### config.mk
export PLATFORM = sky130hd
export DESIGN_NAME = lfsr_run_ctrl
export DESIGN_NICKNAME = d
export VERILOG_FILES = /design/src/rtl/lfsr_ctrl_pkg.sv /design/src/rtl/tick_timer.sv /design/src/rtl/lfsr_run_ctrl.sv
export SDC_FILE = /design/constraint.sdc
export NUM_CORES = 1
export LEC_CHECK = 0
export CAP_MARGIN = 20
export CELL_PAD_IN_SITES_DETAIL_PLACEMENT = 1
export CELL_PAD_IN_SITES_GLOBAL_PLACEMENT = 1
export CORE_ASPECT_RATIO = 0.75
export CORE_MARGIN = 4
export CORE_UTILIZATION = 30
export DETAILED_ROUTE_END_ITERATION = 12
export PLACE_DENSITY = 0.79
export SETUP_SLACK_MARGIN = 0.5
export SLEW_MARGIN = 0
export SYNTH_ARGS = -nofsm -noshare
export SYNTH_HDL_FRONTEND = slang
export SYNTH_SLANG_ARGS = --single-unit
### constraint.sdc
create_clock -name clk -period 2.65 [get_ports clk]
set_input_delay 0.265 -clock clk [delete_from_list [all_inputs] [get_ports clk]]
set_output_delay 0.265 -clock clk [all_outputs]
set_load 0.02 [all_outputs]
### src/rtl/lfsr_ctrl_pkg.sv
// Shared types and constants for the LFSR run controller and its tick timer.
package lfsr_ctrl_pkg;

  localparam int unsigned RunIdxW        = 8;
  localparam int unsigned DefaultTimeout = 65535;
  localparam int unsigned DefaultNumRuns = 4;

  typedef enum logic [2:0] {
    StIdle,
    StClear,
    StRun,
    StCapture,
    StDone
  } state_t;

endpackage

### src/rtl/tick_timer.sv
// Counts tick-qualified cycles; expired flags the tick that brings the count to TIMEOUT.
module tick_timer #(
  parameter int unsigned TIMEOUT = 65535
) (
  input  logic clk,
  input  logic rst,
  input  logic clear,
  input  logic inc,
  output logic expired
);

  localparam int unsigned CntW = $clog2(TIMEOUT + 1);
  localparam logic [CntW-1:0] MaxCnt  = CntW'(TIMEOUT);
  localparam logic [CntW-1:0] LastCnt = CntW'(TIMEOUT - 1);

  logic [CntW-1:0] count_q;

  // Combinational so the controller can leave RUN on the very tick that hits the limit.
  assign expired = inc && (count_q == LastCnt);

  always_ff @(posedge clk) begin
    if (rst) begin
      count_q <= '0;
    end else if (clear) begin
      count_q <= '0;
    end else if (inc && (count_q != MaxCnt)) begin
      count_q <= count_q + 1'b1;
    end
  end

endmodule

### src/rtl/lfsr_run_ctrl.sv
// Sequences NUM_RUNS LFSR periods, accumulating counter totals with saturation and a tick timeout.
module lfsr_run_ctrl
  import lfsr_ctrl_pkg::*;
#(
  parameter int unsigned NUM_RUNS = DefaultNumRuns,
  parameter int unsigned TIMEOUT  = DefaultTimeout,
  parameter int unsigned W        = 32
) (
  input  logic               clk,
  input  logic               rst_n,
  input  logic               tick,
  input  logic               start,
  input  logic               abort,
  input  logic               max_tick,
  input  logic [W-1:0]       ones_in,
  input  logic [W-1:0]       zeros_in,
  output logic               sh_en,
  output logic               cnt_clr,
  output logic               busy,
  output logic               done,
  output logic               error,
  output logic [RunIdxW-1:0] run_idx,
  output logic [W-1:0]       ones_sum,
  output logic [W-1:0]       zeros_sum
);

  localparam logic [RunIdxW-1:0] LastRun = RunIdxW'(NUM_RUNS - 1);

  state_t     state_q;
  logic       timer_clear;
  logic       timer_inc;
  logic       timer_expired;
  logic [W:0] ones_add;
  logic [W:0] zeros_add;
  logic [W-1:0] ones_next;
  logic [W-1:0] zeros_next;

  assign timer_clear = (state_q == StClear);
  assign timer_inc   = (state_q == StRun) && tick;

  tick_timer #(
    .TIMEOUT(TIMEOUT)
  ) u_tick_timer (
    .clk    (clk),
    .rst    (rst_n),
    .clear  (timer_clear),
    .inc    (timer_inc),
    .expired(timer_expired)
  );

  always_comb begin
    ones_add   = {1'b0, ones_sum} + {1'b0, ones_in};
    zeros_add  = {1'b0, zeros_sum} + {1'b0, zeros_in};
    ones_next  = ones_add[W] ? '1 : ones_add[W-1:0];
    zeros_next = zeros_add[W] ? '1 : zeros_add[W-1:0];
  end

  // rst_n is an active-high synchronous reset despite its name.
  always_ff @(posedge clk) begin
    if (rst_n) begin
      state_q   <= StIdle;
      error     <= 1'b0;
      run_idx   <= '0;
      ones_sum  <= '0;
      zeros_sum <= '0;
    end else if (abort) begin
      state_q <= StIdle;
    end else begin
      unique case (state_q)
        StIdle: begin
          if (start) begin
            state_q   <= StClear;
            error     <= 1'b0;
            run_idx   <= '0;
            ones_sum  <= '0;
            zeros_sum <= '0;
          end
        end
        StClear: state_q <= StRun;
        StRun: begin
          if (tick && max_tick) begin
            state_q <= StCapture;
          end else if (timer_expired) begin
            error   <= 1'b1;
            state_q <= StDone;
          end
        end
        StCapture: begin
          ones_sum  <= ones_next;
          zeros_sum <= zeros_next;
          if (run_idx == LastRun) begin
            state_q <= StDone;
          end else begin
            run_idx <= run_idx + 1'b1;
            state_q <= StClear;
          end
        end
        StDone:  state_q <= StIdle;
        default: state_q <= StIdle;
      endcase
    end
  end

  assign sh_en   = (state_q == StRun);
  assign cnt_clr = (state_q == StClear);
  assign busy    = (state_q != StIdle);
  assign done    = (state_q == StDone);

endmodule
Yosys cells after proc, flatten, opt, wreduce, memory -nomap -nowiden
Index checks and enable logic that the tools add are counted.

Register bits: 92. Word-level logic and storage cells: 54. Output and inout port bits: 77.

$add $sub $neg: 4. Multiplexer cells: 17. Reductions and logical operators: 14. Bitwise operators: 1. Equality and inequality tests: 12.

Operator list (count): $pmux 32 s2 (2); $mux 32 (3); $add 32x32->33 (2); $add 16x1->16 const B (1); $eq 16x16->1 const B (1); $mux 8 (2); $ne 16x16->1 const B (1); $pmux 8 s2 (1); $mux 3 (4); $pmux 3 s4 (1); $add 8x1->8 const B (1); $eq 8x2->1 const B (1); $eq 3x2->1 const B (2); $ne 2x2->1 const B (3); $reduce_and 5->1 (1); $logic_and 1x1->1 (4); $reduce_and 4->1 (1); $reduce_bool 2->1 (2); $reduce_or 2->1 (2); $eq 3x1->1 const B (1); $eq 3x3->1 const B (1); $logic_not 3->1 (1); $mux 1 (3); $ne 3x1->1 const B (1); 6 further kinds (6).

Logic depth before layout (Yosys ltp)
Gate-level depths: netlist (run 1).

Depth after elaboration: 6. Gate-level depth with buffers: 12.

By module
A second synthesis (run 1) with hierarchy kept.

Cells, all modules: 918. Area, all modules: 6986.7 um^2.

By module, submodules not included: lfsr_run_ctrl (area an instance 6144.6 um^2, seq. area each 1521.5 um^2, cells an instance 816, times used 1); tick_timer (area an instance 842.1 um^2, seq. area each 320.3 um^2, cells an instance 102, times used 1).

Worst setup path after synthesis (run 1)
Ideal clock, no wire load.

Kind: reg2reg. Start point: register zeros_sum[0]. End point: register zeros_sum[31]. Cell stages (with the launch flop): 11. Slack: -0.293 ns. Arrival: 2.825 ns. Setup time: 0.117 ns. Period minus slack after synthesis: 2.943 ns. Cells stage by stage: dfxtp_1 > ha_1 > fa_1 > a211oi_1 > o211ai_1 > a41oi_1 > a21o_1 > o21a_1 > o21ai_1 > or3_1 > a32o_1.

Word-level cells in the longest chain between the ends: 3.

Ends and longest elaborated chain: from (decl) (RTL line lfsr_run_ctrl.sv:24) `output logic [W-1:0] zeros_sum`; from (signal assigned) (RTL line lfsr_run_ctrl.sv:90) `zeros_sum <= zeros_next;`; $add 32x32->33 (RTL line lfsr_run_ctrl.sv:53) `zeros_add = {1'b0, zeros_sum} + {1'b0, zeros_in};`; $mux 32 (RTL line lfsr_run_ctrl.sv:55) `zeros_next = zeros_add[W] ? '1 : zeros_add[W-1:0];`; $pmux 32 s2 (RTL line lfsr_run_ctrl.sv:69) `unique case (state_q)`.

Every way passes these cells. A chain may end at the register's enable or synchronous reset.

Final worst setup path (run 1)
Start point: input zeros_in[15]. End point: register zeros_sum[30].

Word-level cells in the longest chain between the ends: 3.

Ends and longest elaborated chain: from (decl) (RTL line lfsr_run_ctrl.sv:16) `input logic [W-1:0] zeros_in,`; $add 32x32->33 (RTL line lfsr_run_ctrl.sv:53); $mux 32 (RTL line lfsr_run_ctrl.sv:55); $pmux 32 s2 (RTL line lfsr_run_ctrl.sv:69).

Every way passes these cells.

==> results.tsv, run 1 <==
metric	value	unit
Initial Util	30.6	%
Worst EP required	2.86	ns
leak pwr	4.93	nW
Post-Synth Simple-Gate Area	19.7	%
largest family of logic cells by synthesized area	compound AO/OA/AOI/OAI gates	
vias in the first global route	8892	
Residual DRC	0	
worst-path fanout max	2	
RR Startpoint	zeros_sum[14]	
Worst R2R Setup Slack	-0.25	ns
Yosys top cell by area	dfxtp_1	
post-synth cell types	70	
Syn Nets	1064	
worst min-delay path class	in2reg	
Pre-antenna DRT Iters	5	
CP endpoint kind	register	
Syn. warnings	0	
final hold violations	0	
critical path depth in cells	14	
ys async rst share	0	%
failing checks	setup timing	
fin util	50.1	%
clock buffer depth	2	
Total GRT Usage	21.9	%
Vias	8325	
die area	26000	µm²
mapped cell area	7050	µm²
Tcrit/Tclk final	110	%
Final Slew Violations	0	
Buffers on Ports	146	
Peak VDD IR	0.223	mV
most frequent cell after synthesis	nand2_1	
Post-synth top cells	nand2_1, a21oi_1, dfxtp_1, o21ai_1	
Post-Syn Area per Cell	7.62	µm²
area of the core	23100	µm²
I/O pin total	147	
Setup Skew	0.0125	ns
layout cells sized above 1	30.3	%
largest net degree at the start of global routing	48	
Worst Setup SP	zeros_in[15]	
row count	48	
Compound-Gate Fraction of Synth Area	29.0	%
xor-xnor portion of the synthesized cell area	8.33	%
top cells by area, synth	dfxtp_1, ha_1, a21oi_1	
pre-CTS setup slack	-0.685	ns
root cell of the clock tree	clkbuf_16	
initial drt markers	407	
Final min period	2.90	ns
Antenna Nets Post-Route	0	
reg2reg end	zeros_sum[30]	
final setup vio count	53	
synthesis-to-layout area growth	64.0	%
Fill cells	2720	
Worst Setup EP	zeros_sum[30]	
Final WS setup	-0.254	ns
R2R cell count	13	
Synth top area share	26.1	%
flops & latches, synth	92	
Final nets	1398	
Die W	185	µm
EDFF count, synth	0	
status	finished with violations	
clk sinks	92	
Clk pin slew, worst setup/hold paths	0.07	ns
hold slack	0.440	ns
gr ovfl total	0	
GPL Wtd Cong	0.874	
antenna violations before repair	2	
Slowest-stage cell, CP	or4b_1	
diode count	0	
CTS Hold Buffers Added	0	
CP max stage delay	0.52	ns
Post-synth top flop	dfxtp_1	
hpwl dp	21.1	mm
worst-path cell chain	clkdlybuf4s50_1 -> ha_1 -> a21o_1 -> a211oi_2 -> or4b_1 -> a21o_1 -> o21a_1 -> buf_4 -> buf_6 -> buf_6 -> o211ai_1 -> o211ai_1 -> mux2i_1 -> a21oi_1	
CTS Buf Count	9	
wire per inst	19.0	µm
max_slew headroom	30.4	%
crit-path leading delay family	compound AO/OA/AOI/OAI gates	
insertion delay to the later sink of the worst-skew pair	0.35	ns
buffers and inverters on the worst path	4	
Max-cap violations	0	
Avg Vias per Cell	5.32	
total wire length	29.8	mm
RSZ-0062 raised after global routing	yes	
critical path arrival	3.11	ns
Design Power	3.43	mW
Seq/Total Area, Yosys	26.1	%
Worst-Margin Slew	1.04	ns
post-synthesis mux area share	0.426	%
global-route wire length before repair	46.7	mm
Crit Path Class	in2reg	
H-Tree Depth	3	
CTS tree	yes	
DIE HEIGHT	141	µm
fraction of the mapped netlist area in adder cells	12.5	%
Post-Synthesis Cells	925	
Setup crit start kind	primary input	
P per Cell Area	297	nW/µm²
Max Freq	344	MHz
worst register-to-register path, cell delays in order (launching register included):
cell and delay, ns:
dfxtp_4 0.36, ha_4 0.27, and3_4 0.19, a211oi_2 0.05, or4b_1 0.52, a21o_1 0.21
o21a_1 0.22, buf_4 0.16, buf_6 0.11, buf_6 0.10, o211ai_1 0.17, o211ai_1 0.13
mux2i_1 0.19, a21oi_1 0.09
report_power, final:
group	leakage [nW]	switching, mW	internal [mW]
Combinational	4.02	0.287	0.264
Clock	0.163	0.656	0.846
Sequential	0.751	0.00357	1.38
placed cells by master, fill, tap and decap left out, types with 6 or more instances in the layout:
cell type,netlist,routed
buf_4,2,198
clkdlybuf4s50_1,0,137
nand2_1,128,128
a21oi_1,99,89
dfxtp_1,92,76
nor2_1,67,65
ha_1,67,56
o21ai_2,3,50
xnor2_1,39,38
xor2_1,28,27
a21o_1,25,25
inv_1,22,22
o21ai_0,24,22
nand3_1,19,19
o21ai_1,70,19
buf_6,2,13
o211ai_1,12,12
o21bai_1,12,12
nor3_1,13,11
o21a_1,11,11
and3_1,13,11
nor2b_1,10,10
dfxtp_2,0,10
nand2b_1,9,9
nand4_1,9,9
a21oi_2,1,9
clkbuf_16,0,9
ha_4,0,8
and2_1,9,7
a211oi_1,14,7
buf_12,0,7
a31oi_1,8,6
a211oi_2,0,6
or3_1,7,6
o21ai_4,0,6
dlygate4sd2_1,0,6
dfxtp_4,0,6
layer usage:
layer / vias to the layer above / wire length (µm) / track usage (%)
met4: 4 / 357 / 3.59
met2: 173 / 13900 / 36.3
met5: - / 20 / 0
li1: 4030 / - / -
met3: 36 / 1420 / 4.77
met1: 4082 / 14000 / 29.7
how the worst min path moves through the flow:
stage | from | to | slack [ns] | cells past startpoint
after floorplan | tick | state_q[2] | 0.44 | 2
after detailed placement | zeros_sum[28] | zeros_sum[28] | 0.46 | 2
after CTS | rst_n | zeros_sum[13] | 0.42 | 4
final | rst_n | zeros_sum[23] | 0.44 | 4
after global placement | zeros_sum[20] | zeros_sum[20] | 0.45 | 2
after global routing | rst_n | zeros_sum[23] | 0.45 | 4
flip-flops by register name, indices dropped and copies added (netlist names):
name / flops
error: 1
ones_sum: 32
run_idx: 8
state_q: 3
u_tick_timer.count_q: 16
zeros_sum: 32
cell type report:
type / instances / area, µm² / area share (%)
inverters: 22 / 82.6 / 0.714
repair buffers: 367 / 3300 / 28.5
clock buffers: 9 / 225 / 1.95
multi-input cells: 767 / 5600 / 48.4
clock inverters: 7 / 104 / 0.898
well taps: 300 / 375 / 3.25
flip-flops and latches: 92 / 1880 / 16.2
repair_timing:
item / in CTS / in global routing
pin swaps: 42 / 32
setup endpoints to repair: 77 / 76
buffers inserted: 29 / 6
gates cloned: 3 / 0
resized for setup: 87 / 66
kinds of logic (layout without fill, tap and decap cells):
group | after synthesis | count (layout)
AOI/OAI and AO/OA | 328 | 328
adders and majority gates | 69 | 69
muxes | 3 | 3
DFF | 92 | 92
xor gates and xnor gates | 67 | 67
and+or+nand+nor | 300 | 300
buffers and inverters | 66 | 405
metrics by stage:
step                TNS (ns)  std cells  cell area [µm²]
floorplan            -0.0639        925             7280
global placement      -27.68       1510            10300
detailed placement    -31.77       1510            10300
CTS                    -6.09       1558            11200
global route          -13.00       1564            11600
finish                 -7.11       1564            11600
Power figures use the tool's default switching activity.
==> run 2: changes to the inputs <==
Settings changed: MAX_ROUTING_LAYER from default to met4, PLACE_DENSITY 0.79 to 0.71.
==> run 2 against run 1 <==
The run still ends with setup timing left. First-iteration DRC count is 13% lower. Clock skew decreased by 0.00076 ns. Combinational power is 2% higher. Critical path depth down 2. Count of clock-buffer cells in the layout unchanged. Via count fell by 1.2%. Global-route usage fell by 0.61 points. Flip-flop and latch count unchanged. Maximum frequency shrank 0.32%. Register-to-register slack is essentially flat. Wire length decreased by 1.3%. Largest power group is now sequential cells. Highest routed layer is now met4.
==> results.tsv, run 2 (synthesized netlist as in run 1, its figures left out) <==
metric	value	unit	change
status	finished with violations		
failing checks	setup timing		
max_slew headroom	64.3	%	+34 points
R2R cell count	12		-1
worst-path fanout max	8		+6
area of the core	23100	µm²	unchanged
Storage cell area	1880	µm²	+0.27%
Slowest-stage cell, CP	fa_2		
Tcrit/Tclk final	110	%	+0.35 points
insertion delay to the later sink of the worst-skew pair	0.35	ns	about the same
Antenna Nets Post-Route	0		unchanged
clock buffer depth	2		unchanged
Setup Skew	0.0118	ns	-0.000758 ns
gr ovfl total	0		unchanged
Largest regs	ones_sum: 32 flops, zeros_sum: 32 flops, u_tick_timer.count_q: 16 flops		
Fill cells	2749		+1.1%
Final WS setup	-0.264	ns	-0.00927 ns
final hold violations	0		unchanged
Max Freq	343	MHz	-0.32%
RR Startpoint	zeros_sum[0]		
most common cell after layout, fill and taps aside	buf_4		
Placed Area	10400	µm²	+0.80%
initial drt markers	354		-13%
P per Cell Area	278	nW/µm²	-6.4%
crit-path leading delay family	compound AO/OA/AOI/OAI gates		
WHS Path Cells	2		-2
Residual DRC	0		unchanged
leak pwr	5.00	nW	+1.4%
row count	48		unchanged
layout cells sized above 1	31.6	%	+1.3 points
clk sinks	92		unchanged
Max-cap violations	0		unchanged
Worst EP required	2.89	ns	+0.03 ns
Worst Hold End	run_idx[1]		
root cell of the clock tree	clkbuf_16		
commonest cells after routing, fill and taps aside	buf_4, clkdlybuf4s50_1, nand2_1, a21oi_1, dfxtp_1		
Setup crit start kind	register		
largest net degree at the start of global routing	42		-13%
Total GRT Usage	21.2	%	-0.61 points
final setup vio count	54		+1.9%
area of the multi-input gates	5740	µm²	+2.5%
Hold Crit Start	rst_n		
buffers and inverters on the worst path	2		-2
Peak VDD IR	0.281	mV	+26%
critical path arrival	3.15	ns	+0.04 ns
Worst R2R Setup Slack	-0.26	ns	about the same
die area	26000	µm²	unchanged
Design Power	3.28	mW	-4.5%
worst-path cell chain	ha_4 -> fa_2 -> a211oi_4 -> o211ai_1 -> a41oi_2 -> a21o_1 -> o21a_1 -> o211a_1 -> nor3_4 -> buf_12 -> clkbuf_16 -> o31a_1		
Final nets	1406		+0.57%
synthesis-to-layout area growth	67.4	%	
CTS Buf Count	9		unchanged
hpwl dp	20.9	mm	-1.2%
H-Tree Depth	3		unchanged
global-route wire length before repair	44.0	mm	-5.8%
CP max stage delay	0.37	ns	-0.15 ns
hold slack	0.254	ns	-0.186 ns
wire per inst	18.7	µm	-1.8%
Crit Path Class	reg2reg		
vias in the first global route	8304		-6.6%
RSZ-0062 raised after global routing	yes		
I/O pin total	147		unchanged
CP endpoint kind	register		
Buffers on Ports	146		unchanged
cell area after layout	11800	µm²	+2.0%
Clk pin slew, worst setup/hold paths	0.08	ns	about the same
total wire length	29.4	mm	-1.3%
placed cell count	1516		+0.40%
Final min period	2.91	ns	+0.00927 ns
reg2reg end	zeros_sum[26]		
worst min-delay path class	in2reg		
Die W	185	µm	unchanged
Pre-antenna DRT Iters	4		-1
Avg Vias per Cell	5.23		-1.7%
Final Slew Violations	0		unchanged
GPL Wtd Cong	0.912		+4.3%
DIE HEIGHT	141	µm	unchanged
antenna violations before repair	1		-1
Vias	8229		-1.2%
CTS tree	yes		
Worst-Margin Slew	0.536	ns	-0.507 ns
Non-Filler Instances	1573		+0.58%
Initial Util	30.6	%	unchanged
==> run 2: where the power goes <==
part / switching (mW) / internal, mW
Combinational: 0.287 / 0.277
Clock: 0.672 / 0.663
Sequential: 0.00344 / 1.38
==> run 2: worst max-delay path by stage <==
stage / slack (ns) / start / cells after the start / to
2_1_floorplan: -0.01 / zeros_sum[14] / 12 / zeros_sum[27]
3_3_place_gp: -0.53 / zeros_in[14] / 12 / zeros_sum[30]
3_5_place_dp: -0.60 / zeros_in[6] / 11 / zeros_sum[29]
4_1_cts: -0.14 / zeros_sum[13] / 11 / zeros_sum[14]
5_1_grt: -0.34 / zeros_sum[0] / 12 / zeros_sum[26]
6_report: -0.26 / zeros_sum[0] / 12 / zeros_sum[26]
==> run 2: timing repair <==
action                     in CTS  in global routing
hold buffers                    0                  0
gates resized for setup        66                101
gates cloned                    3                  1
pin swaps                      38                 52
hold endpoints to repair        0                  0
setup endpoints to repair      77                 75
setup buffers                  14                 22
==> run 2: final cells by class <==
type	count	area share, %
Clock buffer	9	1.91
Multi-Input combinational cell	767	48.7
Tap cell	300	3.18
Inverter	22	0.700
Antenna cell	1	0.0212
Sequential cell	92	16.0
Timing Repair Buffer	375	29.0
Clock inverter	7	0.573
==> run 2: worst reg2reg max path, delay by kind of cell (launching register included) <==
family,cells,cell delay (ns)
buf+inv,2,0.32
compound gates,7,1.56
simple gates,1,0.05
fa+ha+maj,2,0.53
flops,1,0.34
==> run 2: through the flow <==
stage / setup TNS (ns) / setup WS, ns / utilization [%]
global placement: -23.23 / -0.529 / 44.9
CTS: -3.61 / -0.135 / 48.1
detailed placement: -27.18 / -0.600 / 44.9
finish: -6.11 / -0.264 / 51.2
global route: -11.67 / -0.340 / 51.2
floorplan: -0.0639 / -0.0137 / -
==> run 2: layer usage <==
layer / share of wire, % / track usage [%] / vias to the layer above
li1: - / - / 4037
met1: 49 / 30.1 / 3990
met2: 46 / 32.5 / 182
met3: 4.7 / 3.77 / 20
met4: 0.78 / 3.13 / 0
met5: 0 / - / -
==> run 3: changes to the inputs <==
Settings changed: PLACE_DENSITY 0.71 to 0.69.
Clock period 2.65 ns to 3.6 ns, I/O delays scaled along.
==> run 3 against run 2 <==
The run now ends clean. Final cell count down 11%. Critical path type unchanged. Combinational power down 41%. Clock power down 26%. Utilization down 8.8 points. Clock skew about the same. Sequential power down 26%. Sequential share of layout area up 2.9 points. Non-clock buffer count down 172. Register-to-register slack better by 0.68 ns. First-iteration DRC count up 21%. Worst hold slack better by 0.20 ns.
==> results.tsv, run 3 (synthesized netlist as in run 1, its figures left out) <==
metric	value	unit	change
Worst EP required	3.85	ns	+0.96 ns
vias in the first global route	7420		-11%
Fill cells	2805		+2.0%
Hold Crit Start	rst_n		
Buffers on Ports	146		unchanged
CTS Buf Count	9		unchanged
commonest cells after routing, fill and taps aside	clkdlybuf4s50_1, nand2_1, a21oi_1, dfxtp_1, nor2_1		
diode count	0		-1
Die W	185	µm	unchanged
Peak VDD IR	0.201	mV	-28%
Placed Area	9040	µm²	-13%
Max Freq	314	MHz	-8.5%
Final nets	1234		-12%
total wire length	24.7	mm	-16%
fin util	42.4	%	-8.8 points
Setup Skew	0.0122	ns	+0.000442 ns
initial drt markers	430		+21%
CP endpoint kind	register		
reg2reg end	zeros_sum[26]		
H-Tree Depth	3		unchanged
synthesis-to-layout area growth	38.6	%	
CP max stage delay	0.40	ns	+0.03 ns
Final TNS setup	0	ns	+6.11 ns
largest net degree at the start of global routing	27		-36%
wire per inst	17.7	µm	-5.4%
root cell of the clock tree	clkbuf_16		
Worst R2R Setup Slack	0.42	ns	+0.68 ns
area of the core	23100	µm²	unchanged
Avg Vias per Cell	5.24		+0.14%
most common cell after layout, fill and taps aside	clkdlybuf4s50_1		
WHS Path Cells	4		+2
Initial Util	30.6	%	unchanged
Vias	7334		-11%
R2R cell count	14		+2
Clk pin slew, worst setup/hold paths	0.08	ns	about the same
Total GRT Usage	18.8	%	-2.4 points
Slowest-stage cell, CP	fa_2		
worst-path fanout max	5		-3
RSZ-0062 raised after global routing	yes		
Final Slew Violations	0		unchanged
die area	26000	µm²	unchanged
global-route wire length before repair	39.2	mm	-11%
Max-cap violations	0		unchanged
leak pwr	3.98	nW	-20%
final setup vio count	0		-100%
crit-path leading delay family	compound AO/OA/AOI/OAI gates		
pre-CTS setup slack	-0.0242	ns	+0.575 ns
Worst Hold End	zeros_sum[18]		
row count	48		unchanged
final hold violations	0		unchanged
Crit Path Class	reg2reg		
GPL Wtd Cong	0.847		-7.1%
Most Frequent Cell on Critical Path	buf_12		
clock buffer depth	2		unchanged
Tcrit/Tclk final	88.5	%	-21 points
status	completed		
antenna violations before repair	0		-1
max_slew headroom	56.0	%	-8.3 points
RR Startpoint	zeros_sum[0]		
Design Power	2.34	mW	-29%
clk sinks	92		unchanged
critical path arrival	3.43	ns	+0.28 ns
cell area after layout	9770	µm²	-17%
gr ovfl total	0		unchanged
DIE HEIGHT	141	µm	unchanged
Final min period	3.18	ns	+0.271 ns
worst min-delay path class	in2reg		
Setup crit start kind	register		
worst-path cell chain	ha_4 -> fa_2 -> a211oi_2 -> o211ai_1 -> a41oi_1 -> buf_4 -> a21o_1 -> o21a_1 -> o211a_1 -> nor3_4 -> buf_12 -> buf_8 -> buf_12 -> o31a_1		
I/O pin total	147		unchanged
Final WS setup	0.416	ns	+0.679 ns
Residual DRC	0		unchanged
buffers and inverters on the worst path	4		+2
CTS tree	yes		
Pre-antenna DRT Iters	4		unchanged
insertion delay to the later sink of the worst-skew pair	0.36	ns	about the same
layout cells sized above 1	11.8	%	-20 points
Worst-Margin Slew	0.660	ns	+0.124 ns
P per Cell Area	239	nW/µm²	-14%
hpwl dp	18.7	mm	-10%
Largest regs	ones_sum: 32 flops, zeros_sum: 32 flops, u_tick_timer.count_q: 16 flops		
Antenna Nets Post-Route	0		unchanged
run 3: worst register-to-register path, stage by stage (launching register included):
cell and delay [ns]:
dfxtp_2 0.34, ha_4 0.17, fa_2 0.40, a211oi_2 0.30, o211ai_1 0.17, a41oi_1 0.22
buf_4 0.17, a21o_1 0.18, o21a_1 0.23, o211a_1 0.20, nor3_4 0.06, buf_12 0.14
buf_8 0.12, buf_12 0.12, o31a_1 0.27
run 3: routing by layer:
metal | track usage, % | wire, µm
met5 | - | 0
met4 | 2.82 | 185
met1 | 27.4 | 13200
met2 | 27.9 | 10500
met3 | 3.38 | 863
run 3: report_power, final:
part           switching [mW]  internal, mW
Clock                   0.484         0.504
Combinational           0.177         0.154
Sequential            0.00245          1.02
Total                   0.663          1.68
run 3: per-stage QoR:
stage	cells	hold slack, ns
floorplan	925	0.472
global placement	1369	0.444
detailed placement	1369	0.455
CTS	1387	0.435
global route	1400	0.483
finish	1400	0.451
run 3: cell type report:
| class | count | area (µm²) | area share [%] |
|---|---|---|---|
| multi-input cells | 767 | 5170 | 52.9 |
| clock buffers | 10 | 239 | 2.45 |
| inverters | 22 | 82.6 | 0.845 |
| repair buffers | 203 | 2000 | 20.5 |
| flip-flops and latches | 92 | 1840 | 18.9 |
| well taps | 300 | 375 | 3.84 |
| clock inverters | 6 | 56.3 | 0.576 |
run 3: how the worst max path moves through the flow:
stage                    endpoint         start  cells after the start  slack, ns
finish              zeros_sum[26]  zeros_sum[0]                     14       0.42
global route        zeros_sum[26]  zeros_sum[0]                     14       0.28
CTS                 zeros_sum[10]   zeros_in[0]                     14       0.49
detailed placement  zeros_sum[26]   zeros_in[0]                     13      -0.02
global placement    zeros_sum[31]   zeros_in[0]                     12       0.02
floorplan           zeros_sum[31]  zeros_sum[0]                     10       0.66
run 3: timing repair:
action | in CTS | in global routing
buffers inserted | 2 | 9
endpoints found under the hold margin | 0 | 0
pin swaps | 3 | 45
setup endpoints to repair | 48 | 35
hold buffers | 0 | 0
cloned | 0 | 4
gates resized for setup | 7 | 50
